## config.mk

```make
export PLATFORM = sky130hd
export DESIGN_NAME = pmu_key_tx
export DESIGN_NICKNAME = d
export VERILOG_FILES = /design/src/rtl/pmu_pkg.sv /design/src/rtl/piso_shift.sv /design/src/rtl/pmu_key_tx.sv
export SDC_FILE = /design/constraint.sdc
export NUM_CORES = 1
export LEC_CHECK = 0
export BUFFER_PORTS_ARGS = -buffer_cell sky130_fd_sc_hd__buf_4
export CAP_MARGIN = 20
export CORE_UTILIZATION = 35
export DETAILED_ROUTE_END_ITERATION = 16
export GPL_ROUTABILITY_DRIVEN = 1
export GPL_TIMING_DRIVEN = 0
export HOLD_SLACK_MARGIN = 0.08
export SETUP_SLACK_MARGIN = 0.2
export SLEW_MARGIN = 20
export SYNTH_ARGS = -nofsm -noshare
export SYNTH_HDL_FRONTEND = slang
export SYNTH_SLANG_ARGS = --single-unit
```

## constraint.sdc

```tcl
create_clock -name clk -period 2 [get_ports clk]
set_input_delay 0.1 -clock clk [delete_from_list [all_inputs] [get_ports clk]]
set_output_delay 0.1 -clock clk [all_outputs]
set_load 0.01 [all_outputs]
```

## src/rtl/pmu_pkg.sv

```systemverilog
// Constants and state encoding shared by the pmu key-frame transmitter and the pmu receiver.
package pmu_pkg;

  localparam int HEADER_WIDTH   = 32;
  localparam int AES_DATA_WIDTH = 128;
  localparam int FRAME_W        = HEADER_WIDTH + AES_DATA_WIDTH;
  localparam int WAIT_CYCLES    = 130;

  typedef enum logic [1:0] {
    IDLE  = 2'd0,
    SEND  = 2'd1,
    GUARD = 2'd2,
    WAIT  = 2'd3
  } pmu_state_e;

  // Width of a counter that must be able to hold the value n.
  function automatic int cnt_width(input int n);
    return (n < 1) ? 1 : $clog2(n + 1);
  endfunction

endpackage

```

## src/rtl/piso_shift.sv

```systemverilog
// Parallel-in serial-out register: parallel load, right shift with zero fill, LSB is the serial output.
module piso_shift #(
  parameter int WIDTH = 8
) (
  input  logic             clk,
  input  logic             rst,
  input  logic             load_i,
  input  logic             shift_i,
  input  logic [WIDTH-1:0] data_i,
  output logic             ser_o
);

  logic [WIDTH-1:0] shift_q;

  always_ff @(posedge clk) begin
    if (rst) begin
      shift_q <= '0;
    end else if (load_i) begin
      shift_q <= data_i;
    end else if (shift_i) begin
      shift_q <= {1'b0, shift_q[WIDTH-1:1]};
    end
  end

  assign ser_o = shift_q[0];

endmodule

```

## src/rtl/pmu_key_tx.sv

```systemverilog
// Serial key-frame transmitter for the pmu load interface: frame LSB-first with en,
// one zero guard bit, then a bounded wait for pwr_up_en with a pass/timeout report.
module pmu_key_tx #(
  parameter int HEADER_WIDTH   = pmu_pkg::HEADER_WIDTH,
  parameter int AES_DATA_WIDTH = pmu_pkg::AES_DATA_WIDTH,
  parameter int WAIT_CYCLES    = pmu_pkg::WAIT_CYCLES
) (
  input  logic                                   clk,
  input  logic                                   rst,
  input  logic                                   start_i,
  input  logic [HEADER_WIDTH+AES_DATA_WIDTH-1:0] frame_i,
  output logic                                   busy_o,
  output logic                                   data_o,
  output logic                                   en_o,
  input  logic                                   pwr_up_en_i,
  output logic                                   done_o,
  output logic                                   ok_o
);

  import pmu_pkg::*;

  localparam int FRAME_LEN = HEADER_WIDTH + AES_DATA_WIDTH;
  localparam int BIT_CW    = cnt_width(FRAME_LEN);
  localparam int WAIT_CW   = cnt_width(WAIT_CYCLES);

  localparam logic [BIT_CW-1:0]  BIT_LAST  = BIT_CW'(FRAME_LEN - 1);
  localparam logic [WAIT_CW-1:0] WAIT_LAST = WAIT_CW'(WAIT_CYCLES - 1);

  pmu_state_e         state_q;
  logic [BIT_CW-1:0]  bit_cnt_q;
  logic [WAIT_CW-1:0] wait_cnt_q;
  logic               en_q;
  logic               busy_q;
  logic               done_q;
  logic               ok_q;

  logic               load_d;
  logic               shift_d;

  assign load_d  = (state_q == IDLE) && start_i;
  assign shift_d = (state_q == SEND);

  // The shifter zero-fills, so data_o is already 0 in GUARD, WAIT and IDLE.
  piso_shift #(
    .WIDTH (FRAME_LEN)
  ) u_piso (
    .clk     (clk),
    .rst     (rst),
    .load_i  (load_d),
    .shift_i (shift_d),
    .data_i  (frame_i),
    .ser_o   (data_o)
  );

  always_ff @(posedge clk) begin
    if (rst) begin
      state_q    <= IDLE;
      bit_cnt_q  <= '0;
      wait_cnt_q <= '0;
      en_q       <= 1'b0;
      busy_q     <= 1'b0;
      done_q     <= 1'b0;
      ok_q       <= 1'b0;
    end else begin
      done_q <= 1'b0;
      case (state_q)
        IDLE: begin
          if (start_i) begin
            state_q   <= SEND;
            bit_cnt_q <= '0;
            en_q      <= 1'b1;
            busy_q    <= 1'b1;
          end
        end
        SEND: begin
          if (bit_cnt_q == BIT_LAST) begin
            state_q <= GUARD;
          end else begin
            bit_cnt_q <= bit_cnt_q + 1'b1;
          end
        end
        GUARD: begin
          state_q    <= WAIT;
          en_q       <= 1'b0;
          wait_cnt_q <= '0;
        end
        WAIT: begin
          // Feedback on the final count cycle still reports success.
          if (pwr_up_en_i) begin
            state_q <= IDLE;
            done_q  <= 1'b1;
            ok_q    <= 1'b1;
            busy_q  <= 1'b0;
          end else if (wait_cnt_q == WAIT_LAST) begin
            state_q <= IDLE;
            done_q  <= 1'b1;
            ok_q    <= 1'b0;
            busy_q  <= 1'b0;
          end else begin
            wait_cnt_q <= wait_cnt_q + 1'b1;
          end
        end
        default: begin
          state_q <= IDLE;
          en_q    <= 1'b0;
          busy_q  <= 1'b0;
        end
      endcase
    end
  end

  assign en_o   = en_q;
  assign busy_o = busy_q;
  assign done_o = done_q;
  assign ok_o   = ok_q;

endmodule
```

# Word-level counts from Yosys, hierarchy flattened

Index checks and enable logic that the tools add are counted.

$add $sub $neg: 2
Equal/unequal tests: 11
Multiplexer cells: 21
Bitwise logic cells: 1
Reduce and logical (&&, ||, !) cells: 15

Operator list:

| kind                                                                   | count |
|---|---|
| 160-bit 2-to-1 mux                                                     | 2 |
| 8-bit 2-to-1 mux                                                       | 4 |
| 8-bit one-hot mux with 2 select lines                                  | 2 |
| 8-bit by 1-bit adder with 8-bit output (second input constant)         | 2 |
| 8-bit equality test (second input constant)                            | 2 |
| 3-bit AND reduction                                                    | 4 |
| 2-bit nonzero test                                                     | 6 |
| 2-bit 2-to-1 mux                                                       | 4 |
| 2-bit != test (second input constant)                                  | 4 |
| 2-bit one-hot mux with 4 select lines                                  | 1 |
| 1-bit 2-to-1 mux                                                       | 6 |
| 2-bit equality test (second input constant)                            | 2 |
| 1-bit one-hot mux with 2 select lines                                  | 2 |
| 2-bit AND reduction                                                    | 2 |
| 3-bit != test (second input constant)                                  | 1 |
| 2-bit by 1-bit equality test with 1-bit output (second input constant) | 1 |
| 2-bit zero test                                                        | 1 |
| 2-bit by 1-bit != test with 1-bit output (second input constant)       | 1 |
| 2-bit OR reduction                                                     | 1 |
| 1-bit logical AND                                                      | 1 |
| 1-bit NOT                                                              | 1 |

Register bits: 182

# Depth between registers and ports, before layout

Gate-level depths: netlist (run 1).

Depth in word-level cells: 4
Depth in mapped cells: 8
Gate-level depth less buffers: 6

# Modules after synthesis

Synthesis (run 1) repeated with hierarchy kept, for this count alone.

Cells, all modules: 858
Area total of the unflattened synthesis: 8,684.6 µm²

By module, submodules not included:

| module     | times used | cells an instance | area each (µm²) | sequential area each (µm²) |
|---|---|---|---|---|
| piso_shift | 1          | 712               | 7,428.4         | 3,203.1 |
| pmu_key_tx | 1          | 146               | 1,256.2         | 440.4 |

# Worst setup path before layout (run 1)

No wires, ideal clock.

Kind: flip-flop to flip-flop
From: register state_q[0]
To: register bit_cnt_q[7]
Library setup time: 0.086 ns
Data arrival time: 1.912 ns
Path slack: 0.001 ns
Cell stages (with the launch flop): 7
Path through: dfxtp_1 > inv_1 > ha_1 > nor2b_1 > a311o_2 > or4_1 > a221oi_2

Longest elaborated chain between the ends: 3
Elaborated cells on any way between the ends: 7
Those cells by class: eq/ne (3); mux (1); reduce/logical (3)

RTL lines:

| what                                                                                     | RTL line         | source |
|---|---|---|
| start: declaration                                                                       | pmu_key_tx.sv:29 | `pmu_state_e state_q;` |
| start signal: assignment                                                                 | pmu_key_tx.sv:57 | `state_q <= IDLE;` |
| start signal: assignment                                                                 | pmu_key_tx.sv:69 | `state_q <= SEND;` |
| start signal: assignment                                                                 | pmu_key_tx.sv:77 | `state_q <= GUARD;` |
| 2-bit by 1-bit equality test with 1-bit output / 2-bit zero test (equally long branches) | pmu_key_tx.sv:66 | `case (state_q)` |
| 2-bit != test (no line) / 2-bit nonzero test (equally long branches)                     | n/a              |  |
| 3-bit AND reduction (no line)                                                            | n/a              |  |
| end signal: assignment                                                                   | pmu_key_tx.sv:79 | `bit_cnt_q <= bit_cnt_q + 1'b1;` |
| end: declaration                                                                         | pmu_key_tx.sv:30 | `logic [BIT_CW-1:0] bit_cnt_q;` |

Several ways; a longest one is shown, not always the timed one.
A chain may end at the register's enable or synchronous reset.

# Worst setup path after layout (run 1)

From: register state_q[1]
To: register bit_cnt_q[7]

Same word-level chain as after synthesis.

==> results.yml, run 1 <==
setup_path:
  crit_required_ps: 2340
  crit_path_max_fanout: 5
  worstSetupPathType: "flip-flop to flip-flop"
  path_cells: "inv_4 > ha_2 > buf_8 > a311o_2 > or4_4 > a221oi_2"
  crit_start: "state_q[1]$_SDFFE_PP0P_"
  cp_num_buf_inv: 2
  arrival_ps: 2110
  slowest_stage: "or4_4"
  r2r_start: "state_q[1]$_SDFFE_PP0P_"
  cp_slowest_stage_delay_ps: 420
  endpoint_kind: "flip-flop"
  cp-start-kind: "flip-flop"
  crit_family: "compound AO/OA/AOI/OAI gates"
place:
  dp_hpwl_mm: 14.4
  gp_congestion: 0.778
  place_inst: 1301
  port_buffers: 167
  dpl-instance-area_um2: 9720
global_route:
  antenna_found_initial: 0
  grt_usage_pct: 19.4
  grt_max_degree: 18
  grt_pass1_wl_mm: 37.6
  grt_pass1_vias: 7711
  grt.overflow.total: 0
cells_and_area:
  fin_cells: 1502
  multi_input_area_um2: 4200
  drive_above_1_share_pct: 23.4
  final_area_um2: 12200
  nets: 1376
  antennaDiodeCount: 0
  fill_cells: 2054
  layout.core_utilization_pct: 53.7
  area_growth_pct: 50.4
  seqCellArea_um2: 3660
clocking:
  htree_num_levels: 4
  cts_buffers: 17
  clk_pin_slew_ps: 70
  insertion_delay_ps: 420
  cts_buffer_depth: 2
  cts_sinks: 182
  root_buffer: "clkbuf_16"
  tritoncts: "done"
yosys:
  async_flop_share_pct: 0
  synth_nets: 1021
  synthTopCellsByArea: "dfxtp_1 45%, mux2i_1 20%, a211oi_1 15%"
  synth.top_cell.area_share_pct: 45.1
  syn_inst: 849
  synth_edf_count: 0
  syn_area_per_cell_um2: 9.52
  yosysTopAreaCell: "dfxtp_1"
  ys.warnings.count: 0
  synthTopCellsByCount: "182 x dfxtp_1, 170 x nor2_1, 161 x a211oi_1, 160 x mux2i_1, 56 x clkbuf_1"
  synth-seq-cells: 182
  synth_seq_area_share_pct: 45.1
  synth_flop_cell: "dfxtp_1"
  synth.most_common_cell: "dfxtp_1"
  synth_cell_types: 43
  syn-cell-area_um2: 8090
drt:
  vias_per_cell: 4.97
  avgRoutedWirePerCell_um: 15.2
  drt-initial-drc-count: 294
  drt-total-wl_mm: 22.8
  drt_first_pass_iters: 4
  drc: 0
  ant_nets: 0
  vias: 7470
floorplan:
  die_x_um: 154
  die_h_um: 154
  die_area_um2: 23700
  core_um2: 22600
  initial_core_util_pct: 35.7
  pin_count: 169
  row_count: 55
sta:
  slew_viol_final: 0
  period_needed_ps: 1770
  tightest_slew_ps: 668
  max_freq_ghz: 0.564
  fin_crit_sh_pct: 88.7
  max_slew_margin_pct: 55.5
  hold_viol_final: 0
  worst_clock_skew_ps: 8.62
  rsz0062_at_grt: "true"
  finalSetupViolCount: 0
flow_run:
  max_cap_violations: 0
pwr:
  leakagePower_uw: 0.00484
  p_per_area_nw_per_um2: 1220
  finalPower_uw: 14900
  ir_worst_vdd_v: 0.000561
worst_hold_path:
  min_from: "start_i"
  hold_path.class: "primary input to flip-flop"
run_status:
  status: "finished clean"
## cell type report
class | instances | area share, %
Inverter | 7 | 0.257
Clock buffer | 19 | 3.56
Timing Repair Buffer | 336 | 24.1
Multi-Input combinational cell | 584 | 34.5
Sequential cell | 182 | 30.1
Buffer | 76 | 3.47
Tap cell | 285 | 2.93
Clock inverter | 13 | 1.13
## final timing paths
kind | to | slack (ps) | depth (start not counted)
max | bit_cnt_q[7]$_SDFFE_PP0P_ | 230 | 6
min | bit_cnt_q[7]$_SDFFE_PP0P_ | 140 | 3
max reg2reg | bit_cnt_q[7]$_SDFFE_PP0P_ | 230 | 6
min reg2reg | u_piso.shift_q[159]$_SDFFE_PP0P_ | 510 | 2
## sequential cells by signal, indices dropped and copies added, names as in the netlist
register and cells:
u_piso.shift_q 160, bit_cnt_q 8, wait_cnt_q 8, state_q 2
busy_o 1, done_o 1, en_o 1, ok_o 1
## placed cells by master, fill, tap and decap left out, drive strengths merged, types with 2 or more instances in the layout
cell         count
dlygate4sd3    161
ha               8
a211oi         161
nor2b            2
a21oi           11
or4b             3
nor3             2
buf            201
o31ai            2
clkinvlp         3
clkinv           2
dfxtp          182
a31o             2
and3             4
nand3            7
o21ai            5
a22oi            2
and2             2
inv             14
or4              3
mux2i          160
nand2           10
nand4b           2
clkbuf          69
nor2           170
a311o            2
o211ai           2
o21a             2
nand4            6
o311ai           2
## per-layer routing
layer  track usage [%]  routed length, um
met5                 0                  0
met4              4.95                205
met3              3.44                690
met2              33.0              10900
met1              25.3              11100
## worst min-delay path: cells and delay by family
| family | cells | cell delay, ps |
|---|---|---|
| AND/OR/NAND/NOR | 1 | 220 |
| buffers and inverters | 1 | 120 |
| AO/OA/AOI/OAI | 1 | 80 |
## where the power goes
part           internal [uW]  leakage, uW  total (uW)  switching [uW]
Clock                   1760     0.000272        3330            1570
Combinational           2900      0.00306        6030            3130
Sequential              4860      0.00151        5500             638
## cells by family after synthesis
group                    synth area share (%)
adder cells (fa/ha/maj)                  1.24
flip-flops                               45.1
buffers and inverters                    4.12
AO/OA/AOI/OAI                            18.2
AND/OR/NAND/NOR                          11.6
multiplexers                             19.8
## per-stage QoR
stage	setup WS (ps)	hold slack, ps	TNS (ps)
after global routing	158	137	0
after detailed placement	-363	406	-35210
final	226	144	0
after global placement	-277	389	-31240
after CTS	178	108	0
after floorplan	171	236	0
## timing repair
action                     CTS  global route
setup buffers                5             3
hold endpoints to repair   164             0
hold buffers               161             0
resized for setup           64            35
pin swaps                    4             2
setup endpoints to repair  175           118
Note: power is estimated with default switching activity, not from simulation.
==> run 2, diff against run 1 <==
==> constraint.sdc (replaced) <==
create_clock -name clk -period 1.81 [get_ports clk]
set_input_delay 0.0905 -clock clk [delete_from_list [all_inputs] [get_ports clk]]
set_output_delay 0.0905 -clock clk [all_outputs]
set_load 0.01 [all_outputs]
==> results.yml, run 2 (synthesized netlist as in run 1, its figures left out) <==
cells_and_area:
  fill_cells: 1963
  largest_register_ffs: 160
  largestRegisters: "u_piso.shift_q: 160 flops, bit_cnt_q: 8 flops, wait_cnt_q: 8 flops"
  multi_input_area_um2: 4440
  mostFrequentLayoutCell: "dfxtp_1"
  top_register: "u_piso.shift_q"
  layout.core_utilization_pct: 56.9
  seqCellArea_um2: 3660
  mostFrequentLayoutCells: "176 x dfxtp_1, 172 x buf_4, 168 x nor2_1, 161 x dlygate4sd3_1, 147 x mux2i_1"
  nets: 1385
  final_area_um2: 12900
  drive_above_1_share_pct: 27.7
  area_growth_pct: 59.4
  antennaDiodeCount: 0
setup_path:
  cp_num_buf_inv: 2
  crit_required_ps: 2150
  arrival_ps: 2140
  worstSetupPathType: "flip-flop to flip-flop"
  slowest_stage: "or4_4"
  cp_slowest_stage_delay_ps: 420
  crit_family: "compound AO/OA/AOI/OAI gates"
  path_cells: "inv_6 > ha_4 > buf_8 > nor2_2 > a311o_2 > or4_4 > a221oi_2"
  crit_path_max_fanout: 5
  cp-start-kind: "flip-flop"
  endpoint_kind: "flip-flop"
pwr:
  ir_worst_vdd_v: 0.000525
  leakagePower_uw: 0.00505
  p_per_area_nw_per_um2: 1400
global_route:
  grtUsageMet3_pct: 2.90
  grt_pass1_wl_mm: 36.1
  use_met1_pct: 24.9
  grt_pass1_vias: 7333
  grt_max_degree: 18
  busiest_layer: "met2"
  grt_usage_pct: 18.8
  grt.overflow.total: 0
  grt_use_met2_pct: 30.8
  antenna_found_initial: 0
clocking:
  cts_buffer_depth: 2
  tritoncts: "done"
  root_buffer: "clkbuf_16"
  clk_pin_slew_ps: 70
  insertion_delay_ps: 430
  cts_sinks: 182
  htree_num_levels: 4
  cts_buffers: 17
drt:
  drt-initial-drc-count: 308
  vias: 7540
  drt-total-wl_mm: 23.4
  drt_first_pass_iters: 4
  ant_nets: 0
  drc: 0
  avgRoutedWirePerCell_um: 15.5
  vias_per_cell: 4.99
place:
  pre_cts_ws_ps: -516
  port_buffers: 167
  gp_congestion: 0.768
  dpl-instance-area_um2: 9760
  dp_hpwl_mm: 14.4
worst_hold_path:
  hold_path.class: "primary input to flip-flop"
floorplan:
  pin_count: 169
  die_area_um2: 23700
  die_x_um: 154
  initial_core_util_pct: 35.7
  core_um2: 22600
  row_count: 55
  die_h_um: 154
sta:
  tightest_slew_ps: 735
  max_slew_margin_pct: 51.0
  fin_crit_sh_pct: 99.3
  period_needed_ps: 1800
  hold_viol_final: 0
  worst_clock_skew_ps: 11.0
  finalSetupViolCount: 0
  fin_ws_ps: 12.9
  whs_ps: 154
  max_freq_ghz: 0.556
  rsz0062_at_grt: "true"
  slew_viol_final: 0
run_status:
  status: "finished clean"
flow_run:
  max_cap_violations: 0
## run 2: cell types whose count changed in the layout (fill, tap and decap cells not counted), moves of 7 or more
cell	delta
a211oi_1	-24
a211oi_2	+24
buf_4	-19
mux2i_1	-13
clkbuf_16	+12
buf_12	+11
clkbuf_2	-9
mux2i_2	+9
clkbuf_4	+7
## run 2: worst min-delay path, delay by kind of cell
| family | cells | cell delay [ps] |
|---|---|---|
| simple gates | 1 | 200 |
| buf+inv | 1 | 130 |
| compound gates | 1 | 110 |
## run 2: final timing paths
kind / start / endpoint / slack [ps] / cells past startpoint
max: state_q[1]$_SDFFE_PP0P_ / bit_cnt_q[7]$_SDFFE_PP0P_ / 10 / 7
min: start_i / busy_o$_SDFFE_PP0P_ / 150 / 3
min reg2reg: en_o$_SDFFE_PP0P_ / en_o$_SDFFE_PP0P_ / 490 / 2
max reg2reg: state_q[1]$_SDFFE_PP0P_ / bit_cnt_q[7]$_SDFFE_PP0P_ / 10 / 7
## run 2: what timing repair did
action / 4_1_cts / 5_1_grt
pin swaps: 8 / 80
setup endpoints to repair: 176 / 176
hold buffers: 161 / 0
resized for setup: 86 / 115
buffers inserted: 5 / 0
gates cloned: 0 / 12
endpoints found under the hold margin: 164 / 0
## run 2: area by class of cell
cell class                 instances  area share [%]
clock inverter                    12           0.845
sequential                       182            28.4
tap                              285            2.77
clock buffer                      20            3.39
timing repair buffer             345            24.9
inverter                           7           0.243
buffer                            76            5.00
multi-input combinational        584            34.5
## run 2: where the power goes
part	total, uW	switching [uW]	internal [uW]
Combinational	8440	3920	4520
Clock	3500	1690	1810
Sequential	6150	779	5370
Total	18100	6390	11700
## run 2: stage by stage
step / setup TNS, ps / instances / total power [uW]
final: 0 / 1511 / 18100
after global routing: -94.4 / 1511 / 19200
after CTS: -0.812 / 1499 / 16600
after detailed placement: -69000 / 1301 / 12200
after global placement: -67810 / 1301 / 12100
after floorplan: 0 / 849 / 10600
## run 2: metal layers
metal,wire length [um],part of all wire (%)
met1,11200,48
met2,11100,47
met3,722,3.1
met4,429,1.8
met5,0,0
==> run 3, diff against run 2 <==
--- a/config.mk
+++ b/config.mk
@@ -12,6 +12,7 @@
 export GPL_ROUTABILITY_DRIVEN = 1
 export GPL_TIMING_DRIVEN = 0
 export HOLD_SLACK_MARGIN = 0.08
+export REMOVE_ABC_BUFFERS = 1
 export SETUP_SLACK_MARGIN = 0.2
 export SLEW_MARGIN = 20
 export SYNTH_ARGS = -nofsm -noshare
==> results.yml, run 3 (synthesized netlist as in run 1, its figures left out) <==
run_status:
  status: "finished with violations"
  violations: "negative setup slack"
setup_path:
  cp-start-kind: "flip-flop"
  worstSetupPathType: "flip-flop to flip-flop"
  endpoint_kind: "flip-flop"
  crit_path_max_fanout: 6
  arrival_ps: 2230
  crit_required_ps: 2130
clocking:
  htree_num_levels: 4
  tritoncts: "done"
  cts_buffer_depth: 2
  clk_pin_slew_ps: 70
  root_buffer: "clkbuf_16"
  insertion_delay_ps: 430
  cts_buffers: 17
  cts_sinks: 182
drt:
  drc: 0
  drt-total-wl_mm: 29.8
  vias: 8293
  vias_per_cell: 5.36
  avgRoutedWirePerCell_um: 19.3
  drt-initial-drc-count: 502
  drt_first_pass_iters: 5
  ant_nets: 0
sta:
  tightest_slew_ps: 559
  rsz0062_at_grt: "true"
  whs_ps: 110
  finalSetupViolCount: 13
  max_slew_margin_pct: 62.7
  max_freq_ghz: 0.525
  hold_viol_final: 0
  period_needed_ps: 1900
  fin_ws_ps: -94.9
  fin_crit_sh_pct: 105
  worst_clock_skew_ps: 13.6
  finalSetupTns_ps: -469
  slew_viol_final: 0
global_route:
  grt.overflow.total: 0
  grt_pass1_wl_mm: 42.5
  busiest_layer: "met2"
  grt_use_met2_pct: 39.2
  use_met1_pct: 27.7
  grt_pass1_vias: 8151
  grt_usage_pct: 22.5
  antenna_found_initial: 1
  grt_max_degree: 108
  grtUsageMet3_pct: 3.83
cells_and_area:
  top_register: "u_piso.shift_q"
  fin_cells: 1547
  largestRegisters: "u_piso.shift_q: 160 flops, bit_cnt_q: 8 flops, wait_cnt_q: 8 flops"
  area_growth_pct: 78.8
  mostFrequentLayoutCell: "buf_4"
  mostFrequentLayoutCells: "191 x buf_4, 175 x dfxtp_1, 162 x dlygate4sd3_1, 148 x mux2i_1, 148 x a211oi_1"
  largest_register_ffs: 160
  nets: 1420
  drive_above_1_share_pct: 34.3
floorplan:
  die_area_um2: 23700
  die_x_um: 154
  initial_core_util_pct: 35.7
  pin_count: 169
  core_um2: 22600
  row_count: 55
  die_h_um: 154
worst_hold_path:
  hold_path.class: "primary input to flip-flop"
place:
  dp_hpwl_mm: 11.5
  gp_congestion: 0.747
  place_inst: 1235
  port_buffers: 168
flow_run:
  max_cap_violations: 0
pwr:
  ir_worst_vdd_v: 0.000712
  finalPower_uw: 22500
  leakagePower_uw: 0.00576
  p_per_area_nw_per_um2: 1560
==> run 3: changes by cell type in the layout (fill, tap and decap cells not counted), sizes merged <==
cell / delta
dlygate4sd3: +1
clkbuf: -43
inv: -2
clkinv: -1
buf: +76
nand2: +2
clkinvlp: -2
diode: +1
bufinv: +4
==> run 3: critical path: stages (launching register included) <==
cell      delay, ps
dfxtp_4         380
buf_12          130
ha_4            180
buf_6           130
buf_16          140
buf_16          160
buf_12          130
buf_16          130
mux2i_1         140
a211oi_1        270
==> run 3: power breakdown <==
| group | internal [uW] | switching [uW] |
|---|---|---|
| logic | 6920 | 5240 |
| registers | 5370 | 853 |
| clock network | 2430 | 1740 |
| total | 14700 | 7830 |
==> run 3: cell type report <==
cell class	instances	area, um^2
Fill cell	1688	8180
Sequential cell	182	3660
Clock inverter	11	184
Timing Repair Buffer	454	5160
Tap cell	285	357
Multi-Input combinational cell	586	4610
Antenna cell	1	2.50
Clock buffer	21	460
Inverter	7	37.5
==> run 3: routing by layer <==
metal	wire length [um]	vias to the layer above
met5	0	-
met4	826	0
met3	1300	60
met2	14900	249
met1	12800	4043
li1	-	3941
==> run 3: worst paths after layout <==
path                                         start  depth (start not counted)  slack [ps]                          endpoint
setup / recovery           state_q[0]$_SDFFE_PP0P_                          9         -90    u_piso.shift_q[3]$_SDFFE_PP0P_
setup reg to reg           state_q[0]$_SDFFE_PP0P_                          9         -90    u_piso.shift_q[3]$_SDFFE_PP0P_
hold / removal                                 rst                          2         110                 ok_o$_SDFFE_PP0P_
hold reg to reg   u_piso.shift_q[159]$_SDFFE_PP0P_                          2         490  u_piso.shift_q[159]$_SDFFE_PP0P_
==> run 3: per-stage QoR <==
step           setup WS, ps  util [%]  cell area, um^2
2_1_floorplan         -5960         -             7780
3_3_place_gp          -8680      41.5             9400
3_5_place_dp           -628      42.7             9660
4_1_cts               -10.8      60.0            13600
5_1_grt                -178      63.9            14500
6_report              -94.9      63.9            14500
==> run 3: repair_timing <==
action	4_1_cts	5_1_grt
gates resized for setup	123	83
setup endpoints to repair	177	175
hold buffers	162	0
hold endpoints to repair	165	0
pin swaps	138	44
setup buffers	52	15
gates cloned	28	22
